**src/rtl/unsigned_seq_divider_if.sv**
```systemverilog
// ----------------------------------------------------------------------------
// unsigned_seq_divider_if
//   Groups the operand and result handshakes of the sequential divider.
//   The master modport is the side that supplies operands and takes results.
//   The slave modport is the divider itself.
//
//   in_valid / in_ready             operand handshake
//   in_dividend / in_divisor        unsigned operands
//   out_valid / out_ready           result handshake
//   out_quotient / out_remainder    result (quotient rounded when ROUND=1)
//   out_div_by_zero                 result came from a zero divisor
//   busy                            divider is iterating
// ----------------------------------------------------------------------------
interface unsigned_seq_divider_if #(
   parameter int DIVIDEND_WIDTH = 14,
   parameter int DIVISOR_WIDTH  = 8
);
   logic                      in_valid;
   logic                      in_ready;
   logic [DIVIDEND_WIDTH-1:0] in_dividend;
   logic [DIVISOR_WIDTH-1:0]  in_divisor;
   logic                      out_valid;
   logic                      out_ready;
   logic [DIVIDEND_WIDTH-1:0] out_quotient;
   logic [DIVISOR_WIDTH-1:0]  out_remainder;
   logic                      out_div_by_zero;
   logic                      busy;

   modport master (
      output in_valid, in_dividend, in_divisor, out_ready,
      input  in_ready, out_valid, out_quotient, out_remainder, out_div_by_zero, busy
   );

   modport slave (
      input  in_valid, in_dividend, in_divisor, out_ready,
      output in_ready, out_valid, out_quotient, out_remainder, out_div_by_zero, busy
   );
endinterface

```
**src/rtl/unsigned_seq_divider.sv**
```systemverilog
// ----------------------------------------------------------------------------
// unsigned_seq_divider
//   Multi-cycle unsigned restoring divider producing one quotient bit per
//   clock. Normalises adder-tree sums (dividend = weighted pixel sum,
//   divisor = weight total) and can stall the pixel pipeline through its
//   valid/ready handshakes.
//
//   clk    rising-edge clock
//   rst_n  asynchronous active-low reset; aborts any division in flight
//   bus    unsigned_seq_divider_if.slave: operand and result handshakes,
//          quotient, remainder, div-by-zero flag and busy indication
//
//   A zero divisor finishes on the accept edge with an all-ones quotient and
//   the low dividend bits as remainder. With ROUND=1 the quotient is rounded
//   to nearest (ties up) on entry to DONE; the remainder stays truncating.
// ----------------------------------------------------------------------------
module unsigned_seq_divider #(
   parameter int DIVIDEND_WIDTH = 14,
   parameter int DIVISOR_WIDTH  = 8,
   parameter int ROUND          = 0
) (
   input logic                  clk,
   input logic                  rst_n,
   unsigned_seq_divider_if.slave bus
);
   localparam int DW    = DIVIDEND_WIDTH;
   localparam int VW    = DIVISOR_WIDTH;
   localparam int CNT_W = $clog2(DW + 1);

   typedef enum logic [1:0] {IDLE, BUSY, DONE} state_t;

   state_t           state, state_next;
   logic [DW-1:0]    quo;       // dividend shifts out of the top, quotient in at the bottom
   logic [VW-1:0]    rem;       // partial remainder, always < divisor between iterations
   logic [VW-1:0]    dvs;
   logic [CNT_W-1:0] cnt;
   logic             dbz;

   logic             accept;
   logic             zero_div;
   logic             last_iter;
   logic [VW:0]      rem_shift;
   logic [VW:0]      rem_diff;
   logic             sub_ok;
   logic [VW-1:0]    rem_next;
   logic [DW-1:0]    quo_next;
   logic             round_up;
   logic [DW-1:0]    quo_final;

   assign bus.in_ready        = (state == IDLE) || ((state == DONE) && bus.out_ready);
   assign bus.out_valid       = (state == DONE);
   assign bus.busy            = (state == BUSY);
   assign bus.out_quotient    = quo;
   assign bus.out_remainder   = rem;
   assign bus.out_div_by_zero = dbz;

   assign accept    = bus.in_valid && bus.in_ready;
   assign zero_div  = (bus.in_divisor == '0);
   assign last_iter = (cnt == CNT_W'(1));

   // One restoring step. The shifted remainder needs VW+1 bits, but after a
   // conditional subtract it is again below the divisor and fits in VW bits.
   always_comb begin
      rem_shift = {rem, quo[DW-1]};
      rem_diff  = rem_shift - {1'b0, dvs};
      sub_ok    = (rem_shift >= {1'b0, dvs});
      rem_next  = sub_ok ? rem_diff[VW-1:0] : rem_shift[VW-1:0];
      quo_next  = {quo[DW-2:0], sub_ok};
      // 2*rem >= divisor means the fractional part is at least one half.
      round_up  = (ROUND != 0) && ({rem_next, 1'b0} >= {1'b0, dvs});
      quo_final = quo_next + {{(DW-1){1'b0}}, round_up};
   end

   always_ff @(posedge clk or negedge rst_n) begin
      if (!rst_n) state <= IDLE;
      else        state <= state_next;
   end

   // NOTE: every combinational output gets a default first so no path through
   // the case statement leaves it unassigned and infers a latch.
   always_comb begin
      state_next = state;
      case (state)
         IDLE: if (accept) state_next = zero_div ? DONE : BUSY;
         BUSY: if (last_iter) state_next = DONE;
         DONE: begin
            if (accept)             state_next = zero_div ? DONE : BUSY;
            else if (bus.out_ready) state_next = IDLE;
         end
         default: state_next = IDLE;
      endcase
   end

   // NOTE: sequential state uses non-blocking assignments so every register
   // samples the pre-edge values of the others, independent of statement order.
   always_ff @(posedge clk or negedge rst_n) begin
      if (!rst_n) begin
         quo <= '0;
         rem <= '0;
         dvs <= '0;
         cnt <= '0;
         dbz <= 1'b0;
      end else if (accept) begin
         if (zero_div) begin
            quo <= '1;
            rem <= bus.in_dividend[VW-1:0];
            dvs <= '0;
            cnt <= '0;
            dbz <= 1'b1;
         end else begin
            quo <= bus.in_dividend;
            rem <= '0;
            dvs <= bus.in_divisor;
            cnt <= CNT_W'(DW);
            dbz <= 1'b0;
         end
      end else if (state == BUSY) begin
         rem <= rem_next;
         cnt <= cnt - CNT_W'(1);
         quo <= last_iter ? quo_final : quo_next;
      end
   end
endmodule

```
**src/flat_wrapper.sv**
```systemverilog
// flat-port wrapper written by rule: the top's interface ports become plain ports
module unsigned_seq_divider_flat 
#(
   parameter int DIVIDEND_WIDTH = 14,
   parameter int DIVISOR_WIDTH  = 8,
   parameter int ROUND          = 0
)
  (clk, rst_n, bus_in_valid, bus_in_dividend, bus_in_divisor, bus_out_ready, bus_in_ready, bus_out_valid, bus_out_quotient, bus_out_remainder, bus_out_div_by_zero, bus_busy);
  unsigned_seq_divider_if #(.DIVIDEND_WIDTH(DIVIDEND_WIDTH), .DIVISOR_WIDTH(DIVISOR_WIDTH)) bus_i ();
  input logic clk;
  input logic rst_n;
  input wire logic [$bits(bus_i.in_valid)-1:0] bus_in_valid;
  input wire logic [$bits(bus_i.in_dividend)-1:0] bus_in_dividend;
  input wire logic [$bits(bus_i.in_divisor)-1:0] bus_in_divisor;
  input wire logic [$bits(bus_i.out_ready)-1:0] bus_out_ready;
  output wire logic [$bits(bus_i.in_ready)-1:0] bus_in_ready;
  output wire logic [$bits(bus_i.out_valid)-1:0] bus_out_valid;
  output wire logic [$bits(bus_i.out_quotient)-1:0] bus_out_quotient;
  output wire logic [$bits(bus_i.out_remainder)-1:0] bus_out_remainder;
  output wire logic [$bits(bus_i.out_div_by_zero)-1:0] bus_out_div_by_zero;
  output wire logic [$bits(bus_i.busy)-1:0] bus_busy;
  assign bus_i.in_valid = bus_in_valid;
  assign bus_i.in_dividend = bus_in_dividend;
  assign bus_i.in_divisor = bus_in_divisor;
  assign bus_i.out_ready = bus_out_ready;
  assign bus_in_ready = bus_i.in_ready;
  assign bus_out_valid = bus_i.out_valid;
  assign bus_out_quotient = bus_i.out_quotient;
  assign bus_out_remainder = bus_i.out_remainder;
  assign bus_out_div_by_zero = bus_i.out_div_by_zero;
  assign bus_busy = bus_i.busy;
  unsigned_seq_divider #(.DIVIDEND_WIDTH(DIVIDEND_WIDTH), .DIVISOR_WIDTH(DIVISOR_WIDTH), .ROUND(ROUND)) u_core (.clk(clk), .rst_n(rst_n), .bus(bus_i));
endmodule
```
**config.mk**
```make
export PLATFORM = sky130hd
export DESIGN_NAME = unsigned_seq_divider_flat
export DESIGN_NICKNAME = d
export VERILOG_FILES = /design/src/rtl/unsigned_seq_divider_if.sv /design/src/rtl/unsigned_seq_divider.sv /design/src/flat_wrapper.sv
export SDC_FILE = /design/constraint.sdc
export NUM_CORES = 1
export LEC_CHECK = 0
export ABC_AREA = 1
export ABC_CLOCK_PERIOD_IN_PS = 3880
export CORE_UTILIZATION = 53
export CTS_CLUSTER_SIZE = 8
export DETAILED_ROUTE_END_ITERATION = 10
export GPL_TIMING_DRIVEN = 0
export PLACE_DENSITY = 0.84
export SYNTH_ARGS = -nofsm -noshare
export SYNTH_HDL_FRONTEND = slang
export SYNTH_SLANG_ARGS = --single-unit
export TNS_END_PERCENT = 1
```
**constraint.sdc**
```tcl
create_clock -name clk -period 3.88 [get_ports clk]
set_input_delay 0.776 -clock clk [delete_from_list [all_inputs] [get_ports clk]]
set_output_delay 0.776 -clock clk [all_outputs]
set_load 0.02 [all_outputs]
```
---- Word level (Yosys, flattened, before mapping) ----
Index checks and enable logic that the tools add are counted.
operators by class
  $add $sub $neg .......................... 2
  magnitude comparators ................... 1
  eq/ne operators ......................... 6
  multiplexer cells ....................... 18
  reduce and logical (&&, ||, !) cells .... 7
operators with widths
  kind                                                 number
  2-to-1 mux 14 bit                                    3
  2-to-1 mux 8 bit                                     5
  2-to-1 mux 4 bit                                     3
  2-to-1 mux 2 bit                                     5
  >= comparator 9 x 8 -> 1 bit                         1
  logical NOT 8 bit                                    1
  subtractor 8 bit                                     1
  case mux 2 bit (3 select lines)                      1
  equality test 4 x 1 -> 1 bit, second input constant  1
  != test 2 x 1 -> 1 bit, second input constant        2
  subtractor 4 x 1 -> 4 bit, second input constant     1
  != test 3 x 2 -> 1 bit, second input constant        1
  AND reduction 3 bit                                  1
  equality test 2 x 1 -> 1 bit, second input constant  1
  equality test 2 bit, second input constant           1
  logical AND 1 bit                                    2
  logical NOT 2 bit                                    1
  nonzero test 2 bit                                   1
  logical OR 1 bit                                     1
  2-to-1 mux 1 bit                                     1
storage, ports and cells
  bits in registers ....................... 37
  input port bits ......................... 26
  output and inout bits ................... 26
  word-level logic and storage cells ...... 40

---- Depth between registers and ports, before layout ----
Gate-level depths: netlist (run 1).
  depth after elaboration ................. 6
  gate-level depth with buffers ........... 13

---- Worst setup path after synthesis (run 1) ----
No wires, ideal clock.
  path type ............................... input to output
  start point ............................. input bus_out_ready
  end point ............................... output bus_in_ready
  arrival time ............................ 1.162 ns
  required time ........................... 3.104 ns
  path slack .............................. 1.942 ns
  stages on the path ...................... 2
  buffers on the path ..................... 0
  path through ............................ inv_1 -> a21oi_1
between the ends
  word-level cells in the longest chain between the ends .. 2
ends and longest elaborated chain
  item                line                        RTL
  start: declaration  flat_wrapper.sv:15          input wire logic [$bits(bus_i.out_ready)-1:0] bus_out_ready;
  logical AND 1 bit   unsigned_seq_divider.sv:50  assign bus.in_ready = (state == IDLE) || ((state == DONE) && bus.out_ready);
  logical OR 1 bit    unsigned_seq_divider.sv:50
  end: declaration    flat_wrapper.sv:16          output wire logic [$bits(bus_i.in_ready)-1:0] bus_in_ready;
Every way passes these cells.

---- Worst setup path in the final report (run 1) ----
Ends and elaborated chain as after synthesis.

==> results of run 1 <==
==> kinds of logic after synthesis <==
| group | Yosys count | synth area share (%) |
|---|---|---|
| xor+xnor | 4 | 1.450 |
| compound gates | 56 | 13.47 |
| buf+inv | 63 | 11.45 |
| fa+ha+maj | 11 | 6.007 |
| simple gates | 144 | 29.31 |
| flops | 37 | 38.32 |
==> report_power, final <==
part	switching (mW)	internal [mW]
sequential	0.163	0.590
clock	0.141	0.210
combinational	1.25	0.892
total	1.55	1.69
==> cells in the final DEF, fill, tap and decap left out, types with 2 or more instances in the layout <==
cell	n
sky130_fd_sc_hd__dfrtp_1	37
sky130_fd_sc_hd__o22ai_1	13
sky130_fd_sc_hd__clkbuf_8	6
sky130_fd_sc_hd__nand3_1	24
sky130_fd_sc_hd__clkdlybuf4s50_1	50
sky130_fd_sc_hd__o21ai_1	13
sky130_fd_sc_hd__nand2_4	2
sky130_fd_sc_hd__inv_2	5
sky130_fd_sc_hd__nor2_1	20
sky130_fd_sc_hd__o21ai_0	14
sky130_fd_sc_hd__nand3_2	2
sky130_fd_sc_hd__buf_6	4
sky130_fd_sc_hd__nand3b_1	2
sky130_fd_sc_hd__or2_0	4
sky130_fd_sc_hd__clkbuf_1	3
sky130_fd_sc_hd__nor2_2	3
sky130_fd_sc_hd__nand2_2	3
sky130_fd_sc_hd__xor2_1	2
sky130_fd_sc_hd__nor2_4	2
sky130_fd_sc_hd__xnor2_1	2
sky130_fd_sc_hd__ha_1	10
sky130_fd_sc_hd__inv_1	47
sky130_fd_sc_hd__buf_2	4
sky130_fd_sc_hd__nand2_1	69
sky130_fd_sc_hd__a21oi_1	9
sky130_fd_sc_hd__nand4_1	8
==> synthesized netlist by cell type, types with 3 or more instances <==
library cell,n,area (µm²)
sky130_fd_sc_hd__nor2_1,20,75.07
sky130_fd_sc_hd__nand3_1,24,120.1
sky130_fd_sc_hd__a21oi_1,9,45.04
sky130_fd_sc_hd__nor2_2,3,18.77
sky130_fd_sc_hd__inv_1,47,176.4
sky130_fd_sc_hd__nand2_1,69,259.0
sky130_fd_sc_hd__o22ai_1,13,81.33
sky130_fd_sc_hd__inv_2,5,18.77
sky130_fd_sc_hd__or2_0,4,25.02
sky130_fd_sc_hd__buf_6,4,45.04
sky130_fd_sc_hd__ha_1,10,125.1
sky130_fd_sc_hd__o21ai_1,13,65.06
sky130_fd_sc_hd__dfrtp_1,37,925.9
sky130_fd_sc_hd__o21ai_0,14,70.07
sky130_fd_sc_hd__buf_2,3,15.01
sky130_fd_sc_hd__nand4_1,8,50.05
sky130_fd_sc_hd__nand2_2,3,18.77
==> registers in the layout, summed over array words and instances (netlist names) <==
signal	flops
u_core.dvs	8
u_core.state	2
u_core.bus.out_div_by_zero	1
u_core.cnt	4
u_core.bus.out_remainder	8
u_core.bus.out_quotient	14
==> metrics by stage <==
step	setup slack [ns]	total power [mW]	utilization [%]	std cells
floorplan	1.942	2.236	-	315
global placement	1.064	2.808	68.71	418
detailed placement	1.060	2.883	68.59	418
CTS	1.058	3.244	71.26	426
global route	1.022	3.543	71.26	426
finish	1.061	3.245	71.26	426
==> how the worst max path moves through the flow <==
| stage | depth (start not counted) | end |
|---|---|---|
| floorplan | 2 | bus_in_ready |
| detailed placement | 4 | bus_in_ready |
| CTS | 4 | bus_in_ready |
| finish | 4 | bus_in_ready |
| global route | 4 | bus_in_ready |
| global placement | 4 | bus_in_ready |
==> critical path, stage by stage <==
cell,delay (ns)
sky130_fd_sc_hd__clkdlybuf4s50_1,0.46
sky130_fd_sc_hd__inv_1,0.06
sky130_fd_sc_hd__a21oi_1,0.12
sky130_fd_sc_hd__clkdlybuf4s50_1,0.63
==> cell type report <==
type / count / area (µm²) / area share (%)
Buffer: 10 / 75.07 / 2.419
Clock buffer: 7 / 86.33 / 2.782
Clock inverter: 1 / 30.03 / 0.9677
Inverter: 53 / 201.4 / 6.492
Multi-Input combinational cell: 215 / 1214 / 39.11
Sequential cell: 37 / 925.9 / 29.84
Tap cell: 52 / 65.06 / 2.097
Timing Repair Buffer: 51 / 505.5 / 16.29
==> layer usage <==
metal	global-route usage (%)	up-vias	wire [µm]
met5	0	-	0
met4	6.349	0	61
met3	4.360	6	292
met2	44.55	67	2846
met1	35.49	1071	2693
li1	-	1137	-
==> flow_summary.rst, run 1 <==
.. list-table::
   :header-rows: 1

   * - Metric
     - Value
   * - Outcome
     - complete, no violations
   * - Sequential share of the synthesized area
     - between 30% and 40%
   * - Largest net degree at the start of global routing
     - 38
   * - Min-delay src
     - u_core.dvs[5]
   * - Residual antenna-violating net count after detailed routing
     - 0
   * - Worst Hold Margin
     - between 0.4 and 0.5 ns
   * - DRC violation total after the first TritonRoute iteration
     - roughly 180
   * - Nets in the synthesized netlist
     - around 350
   * - Number of H-tree branching levels
     - 2
   * - Tcrit/Tclk final
     - slightly above 70%
   * - Arr. time, crit path
     - 2.04 ns
   * - Max-cap violation count
     - 0
   * - Width of the die
     - a little under 70 µm
   * - Worst hold path stage count
     - 2
   * - Fraction of final layout cells with drive strength greater than 1
     - 10.70%
   * - Count of instances resized after the clock tree is built
     - 0
   * - Reg-to-reg critical path endpoint
     - u_core.bus.out_remainder[5]
   * - Clock Pin Slew Worst Setup and Hold Paths
     - roughly 0.07 ns
   * - Post-synthesis register bit count
     - 37
   * - Number of cells traversed by the worst register-to-register path
     - 11
   * - HPWL after detailed placement
     - 4491 µm
   * - Launch point of the worst reg-to-reg path
     - u_core.bus.out_remainder[1]
   * - CTS Root Buffer Type
     - sky130_fd_sc_hd__clkbuf_8
   * - Final Max Slew Viols
     - 0
   * - Number of antenna diodes
     - 0
   * - Placement-stage cell area
     - about 0.0030 mm²
   * - Worst relative slew slack
     - between 40% and 50%
   * - Total number of placement rows
     - 24
   * - Clock tree from TritonCTS
     - built
   * - Class of the tightest hold or removal check
     - flip-flop to flip-flop
   * - Launching instance or port of the critical path
     - bus_out_ready
   * - Total of warnings raised by yosys
     - 0
   * - Total of buffers placed on input and output ports
     - 51
   * - Clock network latency to the later pin of the worst-skew pair
     - 0.29 ns
   * - Worst clock skew
     - 0.008842 ns
   * - Crit Path Category
     - primary input to output pin
   * - Final instance area
     - a little over 0.003 mm²
   * - End point of the most critical hold path
     - u_core.dvs[5]
   * - Post-synth top flop
     - sky130_fd_sc_hd__dfrtp_1
   * - Number of setup buffers added after CTS
     - 0
   * - Power per cell area
     - 1046 mW/mm²
   * - Setup Total Neg Slack
     - 0 ns
   * - Static Leak
     - approximately 1.5 nW
   * - First-pass iteration count of the detailed router
     - 4
   * - Data required time at the worst endpoint
     - approximately 3.1 ns
   * - First-pass GRT wire length
     - 10160 µm
   * - Net count of the finished layout
     - 410
   * - Routed wire per std cell
     - around 14 µm
   * - Number of clock sinks
     - 37
   * - Highest net fanout along the worst path
     - 3
   * - Initial Utilization
     - between 50% and 60%
   * - Number of flops mapped to enable cells by yosys
     - 0
   * - Internal reg-to-reg setup slack
     - about 2 ns
   * - Final hold violation count
     - 0
   * - Share of synthesized flip-flops with an asynchronous set or reset
     - 100.0%
   * - Overall Global Routing Usage
     - about a quarter
   * - Unrepaired setup endpoints after global routing
     - no
   * - Max Freq
     - roughly 350 MHz
   * - Mean area per synthesized cell
     - roughly 7.7 µm²
   * - Post-synth design cell area
     - roughly 0.0024 mm²
   * - Antenna violations before repair
     - 0
   * - Placeable core area
     - ~0.0044 mm²
   * - Min Clock Period, post-route
     - ~2.8 ns
   * - Hold_buf cts
     - 0
   * - Drt drc
     - 0
   * - Worst setup EP type
     - output pin
   * - Number of buffers added by the clock tree synthesis step
     - 5
   * - Final wirelength
     - ~5900 µm
   * - Setup Viol. Count Final
     - 0
   * - Vias in the first global route
     - ~2200
   * - Worst IR drop on VDD
     - 0.4894 mV
   * - Filler cell count in the final layout
     - ~330
   * - Slew at the pin closest to its max-slew limit
     - 0.8104 ns
   * - Via Count
     - between 2000 and 2500
   * - Detailed-route vias per instance
     - between 5 and 6
   * - Startpoint type of the worst setup path
     - primary input
   * - Layout-stage area growth over the synthesis result
     - 28.43%
   * - Cell count after synthesis
     - between 300 and 400
   * - I/O pins
     - 52
   * - Die footprint
     - between 0.004 and 0.005 mm²
   * - Deepest clock path buffer count
     - 2
   * - Routability congestion estimate from global placement
     - between 0.9 and 1
   * - Post-synth cell types
     - 39
   * - Die Ht
     - between 60 and 70 µm
   * - Total congestion overflow after global routing
     - 0
No activity file was read; power rests on OpenSTA's default activity.
==> inputs of run 2 (changes only) <==
--- a/config.mk
+++ b/config.mk
@@ -6,12 +6,12 @@
 export NUM_CORES = 1
 export LEC_CHECK = 0
 export ABC_AREA = 1
-export ABC_CLOCK_PERIOD_IN_PS = 3880
-export CORE_UTILIZATION = 53
+export ABC_CLOCK_PERIOD_IN_PS = 2800
+export CORE_UTILIZATION = 51
 export CTS_CLUSTER_SIZE = 8
 export DETAILED_ROUTE_END_ITERATION = 10
 export GPL_TIMING_DRIVEN = 0
-export PLACE_DENSITY = 0.84
+export PLACE_DENSITY = 0.81
 export SYNTH_ARGS = -nofsm -noshare
 export SYNTH_HDL_FRONTEND = slang
 export SYNTH_SLANG_ARGS = --single-unit
==> constraint.sdc (replaced) <==
create_clock -name clk -period 2.8 [get_ports clk]
set_input_delay 0.56 -clock clk [delete_from_list [all_inputs] [get_ports clk]]
set_output_delay 0.56 -clock clk [all_outputs]
set_load 0.02 [all_outputs]
==> flow_summary.rst, run 2 (synthesized netlist as in run 1, its figures left out) <==
.. list-table::
   :header-rows: 1

   * - Metric
     - Value
   * - Post-route core utilization
     - approximately 70%
   * - Via Count
     - between 2000 and 2500
   * - Arr. time, crit path
     - about 1.8 ns
   * - Worst IR drop on VDD
     - roughly 0.75 mV
   * - Tcrit/Tclk final
     - roughly 85%
   * - Total number of placement rows
     - 24
   * - CTS Root Buffer Type
     - sky130_fd_sc_hd__clkbuf_8
   * - Largest net degree at the start of global routing
     - 38
   * - Max Freq
     - between 400 and 500 MHz
   * - Drt drc
     - 0
   * - Overall Global Routing Usage
     - 26.17%
   * - Power per cell area
     - around 1500 mW/mm²
   * - Routability congestion estimate from global placement
     - between 0.9 and 1
   * - I/O pins
     - 52
   * - Worst path setup slack after routing
     - 0.4103 ns
   * - Initial Utilization
     - 54.36%
   * - Placement-stage cell area
     - roughly 0.0030 mm²
   * - Hold_buf cts
     - 0
   * - Routed wire per std cell
     - ~14 µm
   * - Most common cell after layout, fill and taps aside
     - sky130_fd_sc_hd__nand2_1
   * - Setup Total Neg Slack
     - 0 ns
   * - Cell breakdown of the critical path
     - clkdlybuf4s50_1, inv_1, a21oi_1, clkdlybuf4s50_1
   * - Total buffers and inverters traversed by the critical path
     - 3
   * - HPWL after detailed placement
     - around 4500 µm
   * - Data required time at the worst endpoint
     - between 2 and 2.5 ns
   * - Clock network latency to the later pin of the worst-skew pair
     - about 0.30 ns
   * - Total of buffers placed on input and output ports
     - 51
   * - Number of H-tree branching levels
     - 2
   * - Worst Hold Margin
     - around 0.33 ns
   * - Die Ht
     - a little over 70 µm
   * - Largest delay contributor family on the critical path
     - buffers and inverters
   * - Placeable core area
     - around 0.0044 mm²
   * - DRC violation total after the first TritonRoute iteration
     - 180
   * - Startpoint type of the worst setup path
     - primary input
   * - Class of the tightest hold or removal check
     - primary input to asynchronous set/reset pin
   * - Number of antenna diodes
     - 0
   * - Area taken by multi-input logic gates
     - 0.001214 mm²
   * - Total congestion overflow after global routing
     - 0
   * - Fraction of final layout cells with drive strength greater than 1
     - about 11%
   * - Launch point of the worst reg-to-reg path
     - u_core.bus.out_remainder[5]
   * - Unrepaired setup endpoints after global routing
     - no
   * - Width of the die
     - roughly 71 µm
   * - Highest net fanout along the worst path
     - 3
   * - Max-cap violation count
     - 0
   * - Max reg flops
     - 14
   * - Min Clock Period, post-route
     - 2.390 ns
   * - Number of setup buffers added after CTS
     - 0
   * - Antenna violations before repair
     - 0
   * - Launching instance or port of the critical path
     - bus_out_ready
   * - Clock tree from TritonCTS
     - built
   * - Filler cell count in the final layout
     - 375
   * - Static Leak
     - 1.531 nW
   * - Slowest cell on the critical path
     - sky130_fd_sc_hd__clkdlybuf4s50_1
   * - Crit Path Category
     - primary input to output pin
   * - Worst relative slew slack
     - approximately 46%
   * - Layout-stage area growth over the synthesis result
     - 29.31%
   * - Final hold violation count
     - 0
   * - Deepest clock path buffer count
     - 2
   * - Commonest non-fill, non-tap cells in the layout
     - sky130_fd_sc_hd__nand2_1 (69), sky130_fd_sc_hd__clkdlybuf4s50_1 (50), sky130_fd_sc_hd__inv_1 (47)
   * - Final instance area
     - approximately 0.0031 mm²
   * - Number of clock sinks
     - 37
   * - First-pass GRT wire length
     - between 10000 and 15000 µm
   * - Setup Viol. Count Final
     - 0
   * - Count of instances resized after the clock tree is built
     - 0
   * - Internal reg-to-reg setup slack
     - 1.00 ns
   * - Library cell appearing most often on the critical path
     - sky130_fd_sc_hd__clkdlybuf4s50_1
   * - Final Max Slew Viols
     - 0
   * - Delay contributed by the slowest stage of the critical path
     - roughly 0.62 ns
   * - Worst setup EP type
     - output pin
   * - Detailed-route vias per instance
     - roughly 5.3
   * - Reg-to-reg critical path endpoint
     - u_core.bus.out_remainder[6]
   * - Number of buffers added by the clock tree synthesis step
     - 5
   * - Final wirelength
     - about 6000 µm
   * - Residual antenna-violating net count after detailed routing
     - 0
   * - Clock Pin Slew Worst Setup and Hold Paths
     - about 0.08 ns
   * - FF+latch area
     - around 930 µm²
   * - First-pass iteration count of the detailed router
     - 6
   * - Worst clock skew
     - a little over 0.01 ns
   * - Vias in the first global route
     - between 2000 and 2500
   * - Place WS
     - approximately 0.40 ns
   * - Outcome
     - complete, no violations
   * - Die footprint
     - 0.005017 mm²
   * - Net count of the finished layout
     - a little over 400
   * - Number of cells traversed by the worst register-to-register path
     - 11
   * - Slew at the pin closest to its max-slew limit
     - roughly 0.81 ns
## run 2: cell types whose count changed in the layout (fill, tap and decap cells not counted), sizes merged
cell,delta
bufinv,+1
inv,+1
clkbuf,-2
## run 2: per-stage QoR
stage	power [mW]	std cells
detailed placement	3.981	418
global placement	3.901	418
global route	4.980	426
floorplan	3.099	315
CTS	4.566	426
finish	4.579	426
## run 2: final cells by class
class | count | area share [%]
Inverter | 53 | 6.448
Timing Repair Buffer | 51 | 16.18
Clock inverter | 3 | 2.203
Clock buffer | 5 | 2.203
Tap cell | 52 | 2.082
Buffer | 10 | 2.403
Sequential cell | 37 | 29.64
Multi-Input combinational cell | 215 | 38.85
## run 2: worst max-delay path by stage
stage | depth (start not counted) | endpoint
after floorplan | 10 | u_core.bus.out_remainder[4]
after global placement | 1 | u_core.bus.out_remainder[7]
after detailed placement | 4 | bus_in_ready
after CTS | 4 | bus_in_ready
after global routing | 4 | bus_in_ready
final | 4 | bus_in_ready
## run 2: worst register-to-register path: stages (launching register included)
cell and delay [ns]:
sky130_fd_sc_hd__dfrtp_1 0.42, sky130_fd_sc_hd__ha_1 0.39, sky130_fd_sc_hd__nand2_1 0.09, sky130_fd_sc_hd__nand2_1 0.09, sky130_fd_sc_hd__a21oi_2 0.14, sky130_fd_sc_hd__nand2_2 0.08, sky130_fd_sc_hd__inv_4 0.12, sky130_fd_sc_hd__nand2_8 0.09
sky130_fd_sc_hd__nand3_1 0.09, sky130_fd_sc_hd__nand3_1 0.09, sky130_fd_sc_hd__nand2_1 0.07, sky130_fd_sc_hd__inv_1 0.04
## run 2: power breakdown
part | leakage [nW] | switching (mW) | internal, mW
registers | 0.446 | 0.226 | 0.816
logic | 1.02 | 1.73 | 1.24
clock network | 0.0687 | 0.216 | 0.359
total | 1.53 | 2.17 | 2.41
## run 2: metal layers
layer	global-route usage, %	wire length (µm)
met1	35.09	2784
met2	42.09	2741
met3	5.840	319
met4	9.111	109
met5	0	0
==> inputs of run 3 (changes only) <==
==> constraint.sdc (replaced) <==
create_clock -name clk -period 2.8 [get_ports clk]
set_input_delay 0.84 -clock clk [delete_from_list [all_inputs] [get_ports clk]]
set_output_delay 0.84 -clock clk [all_outputs]
set_load 0.02 [all_outputs]
==> flow_summary.rst, run 3 (synthesized netlist as in run 1, its figures left out) <==
.. list-table::
   :header-rows: 1

   * - Metric
     - Value
   * - Launch point of the worst reg-to-reg path
     - u_core.bus.out_remainder[5]
   * - Tcrit/Tclk final
     - between 90% and 100%
   * - Width of the die
     - about 71 µm
   * - Final hold violation count
     - 0
   * - Worst hold path stage count
     - 2
   * - Clock network latency to the later pin of the worst-skew pair
     - ~0.30 ns
   * - Largest net degree at the start of global routing
     - 38
   * - Most common cell after layout, fill and taps aside
     - sky130_fd_sc_hd__nand2_1
   * - Drt drc
     - 0
   * - Residual antenna-violating net count after detailed routing
     - 0
   * - Number of placed instances, taps included
     - ~420
   * - Worst IR drop on VDD
     - 0.7459 mV
   * - Static Leak
     - ~1.5 nW
   * - First-pass GRT wire length
     - just over 10000 µm
   * - Placeable core area
     - between 0.004 and 0.005 mm²
   * - Worst Hold Margin
     - between 0.4 and 0.5 ns
   * - Post-route core utilization
     - 70.27%
   * - Class of the tightest hold or removal check
     - flip-flop to flip-flop
   * - HPWL after detailed placement
     - about 4500 µm
   * - First-pass iteration count of the detailed router
     - 6
   * - CTS Root Buffer Type
     - sky130_fd_sc_hd__clkbuf_8
   * - Power Internal
     - 2.406 mW
   * - Min Clock Period, post-route
     - approximately 2.7 ns
   * - Worst relative slew slack
     - roughly 46%
   * - Fraction of final layout cells with drive strength greater than 1
     - between 10% and 20%
   * - Antenna violations before repair
     - 0
   * - Slew at the pin closest to its max-slew limit
     - between 0.8 and 0.9 ns
   * - Reg-to-reg critical path endpoint
     - u_core.bus.out_remainder[6]
   * - Total number of placement rows
     - 24
   * - Detailed-route vias per instance
     - about 5.3
   * - Power per cell area
     - approximately 1500 mW/mm²
   * - Worst clock skew
     - approximately 0.010 ns
   * - Number of antenna diodes
     - 0
   * - Internal reg-to-reg setup slack
     - 1.00 ns
   * - Clock tree from TritonCTS
     - built
   * - Max-cap violation count
     - 0
   * - Max reg flops
     - 14
   * - Die footprint
     - about 0.005 mm²
   * - Placement-stage cell area
     - between 0.002 and 0.003 mm²
   * - Commonest non-fill, non-tap cells in the layout
     - sky130_fd_sc_hd__nand2_1 (69), sky130_fd_sc_hd__clkdlybuf4s50_1 (49), sky130_fd_sc_hd__inv_1 (47)
   * - Switching portion of total power
     - 47.41%
   * - Crit Path Category
     - primary input to output pin
   * - Clock power share
     - 12.6%
   * - Deepest clock path buffer count
     - 2
   * - Final instance area
     - approximately 0.0031 mm²
   * - Layout-stage area growth over the synthesis result
     - 29.26%
   * - Cell breakdown of the critical path
     - clkdlybuf4s50_1, inv_1, a21oi_1, dlygate4sd2_1
   * - DRC violation total after the first TritonRoute iteration
     - 180
   * - Final Max Slew Viols
     - 0
   * - Worst path setup slack after routing
     - ~0.13 ns
   * - Number of H-tree branching levels
     - 2
   * - Arr. time, crit path
     - 1.83 ns
   * - I/O pins
     - 52
   * - Slowest cell on the critical path
     - sky130_fd_sc_hd__clkdlybuf4s50_1
   * - Net count of the finished layout
     - 410
   * - Outcome
     - complete, no violations
   * - Total congestion overflow after global routing
     - 0
   * - Routability congestion estimate from global placement
     - 0.9288
   * - Launching instance or port of the critical path
     - bus_out_ready
   * - Unrepaired setup endpoints after global routing
     - no
   * - Via Count
     - approximately 2300
   * - Highest net fanout along the worst path
     - 3
   * - Data required time at the worst endpoint
     - around 2.0 ns
   * - Overall Global Routing Usage
     - 26.20%
   * - Min-delay src
     - u_core.dvs[7]
   * - Setup Viol. Count Final
     - 0
   * - Initial Utilization
     - 54.36%
   * - Clock Pin Slew Worst Setup and Hold Paths
     - around 0.08 ns
   * - Number of buffers added by the clock tree synthesis step
     - 5
   * - Routed wire per std cell
     - 14.01 µm
   * - End point of the most critical hold path
     - u_core.dvs[7]
   * - Hold_buf cts
     - 0
   * - Max Freq
     - ~370 MHz
   * - Total of buffers placed on input and output ports
     - 51
   * - Number of clock sinks
     - 37
   * - Share of total power in combinational logic
     - around 65%
   * - Place WS
     - -0.1571 ns
   * - Final wirelength
     - between 5000 and 6000 µm
   * - Startpoint type of the worst setup path
     - primary input
   * - Number of cells traversed by the worst register-to-register path
     - 11
   * - Flop pwr share
     - 22.8%
   * - Die Ht
     - ~71 µm
   * - Worst setup EP type
     - output pin
   * - Vias in the first global route
     - 2232
   * - P_sw
     - 2.169 mW
   * - Delay contributed by the slowest stage of the critical path
     - roughly 0.45 ns
   * - Non-filler cells in the finished layout
     - between 400 and 500
-- run 3: cell types whose count changed in the layout (fill, tap and decap cells not counted), sizes merged --
cell,delta
dlygate4sd2,+1
clkdlybuf4s50,-1
-- run 3: power by group through the flow --
stage | Combinational (mW) | Sequential, mW | Clock, mW
floorplan | 1.90 | 1.20 | 0
global placement | 2.86 | 1.04 | 0
detailed placement | 2.93 | 1.05 | 0
CTS | 2.94 | 1.04 | 0.574
global route | 3.30 | 1.08 | 0.597
finish | 2.96 | 1.04 | 0.575
-- run 3: worst max-delay path by stage --
stage	endpoint	cells past startpoint
2_1_floorplan	bus_in_ready	2
3_3_place_gp	bus_in_ready	4
3_5_place_dp	bus_in_ready	4
4_1_cts	bus_in_ready	4
5_1_grt	bus_in_ready	4
6_report	bus_in_ready	4
-- run 3: final cells by class --
cell class	count	area, µm²
Fill cell	375	1321
Inverter	53	201.4
Timing Repair Buffer	51	504.2
Multi-Input combinational cell	215	1214
Clock inverter	3	68.82
Buffer	10	75.07
Clock buffer	5	68.82
Sequential cell	37	925.9
Tap cell	52	65.06
-- run 3: metrics by stage --
stage | power [mW] | TNS [ns]
floorplan | 3.099 | 0
global placement | 3.901 | -0.1502
detailed placement | 3.981 | -0.1571
CTS | 4.559 | 0
global route | 4.974 | 0
finish | 4.574 | 0
-- run 3: timing repair --
| item | 4_1_cts | 5_1_grt |
|---|---|---|
| setup endpoints to repair | 1 | 0 |
| setup buffers | 0 | 0 |
| gates resized for setup | 1 | 0 |
-- run 3: per-layer routing --
metal | global-route usage [%] | routed length (µm) | up-vias
met2 | 42.20 | 2758 | 71
met5 | 0 | 0 | -
met3 | 5.840 | 315 | 12
met4 | 9.111 | 109 | 0
li1 | - | - | 1134
met1 | 35.09 | 2784 | 1047
-- run 3: critical path: cells and delay by family --
family / cells / cell delay [ns]
buffers and inverters: 3 / 0.85
AO/OA/AOI/OAI: 1 / 0.13
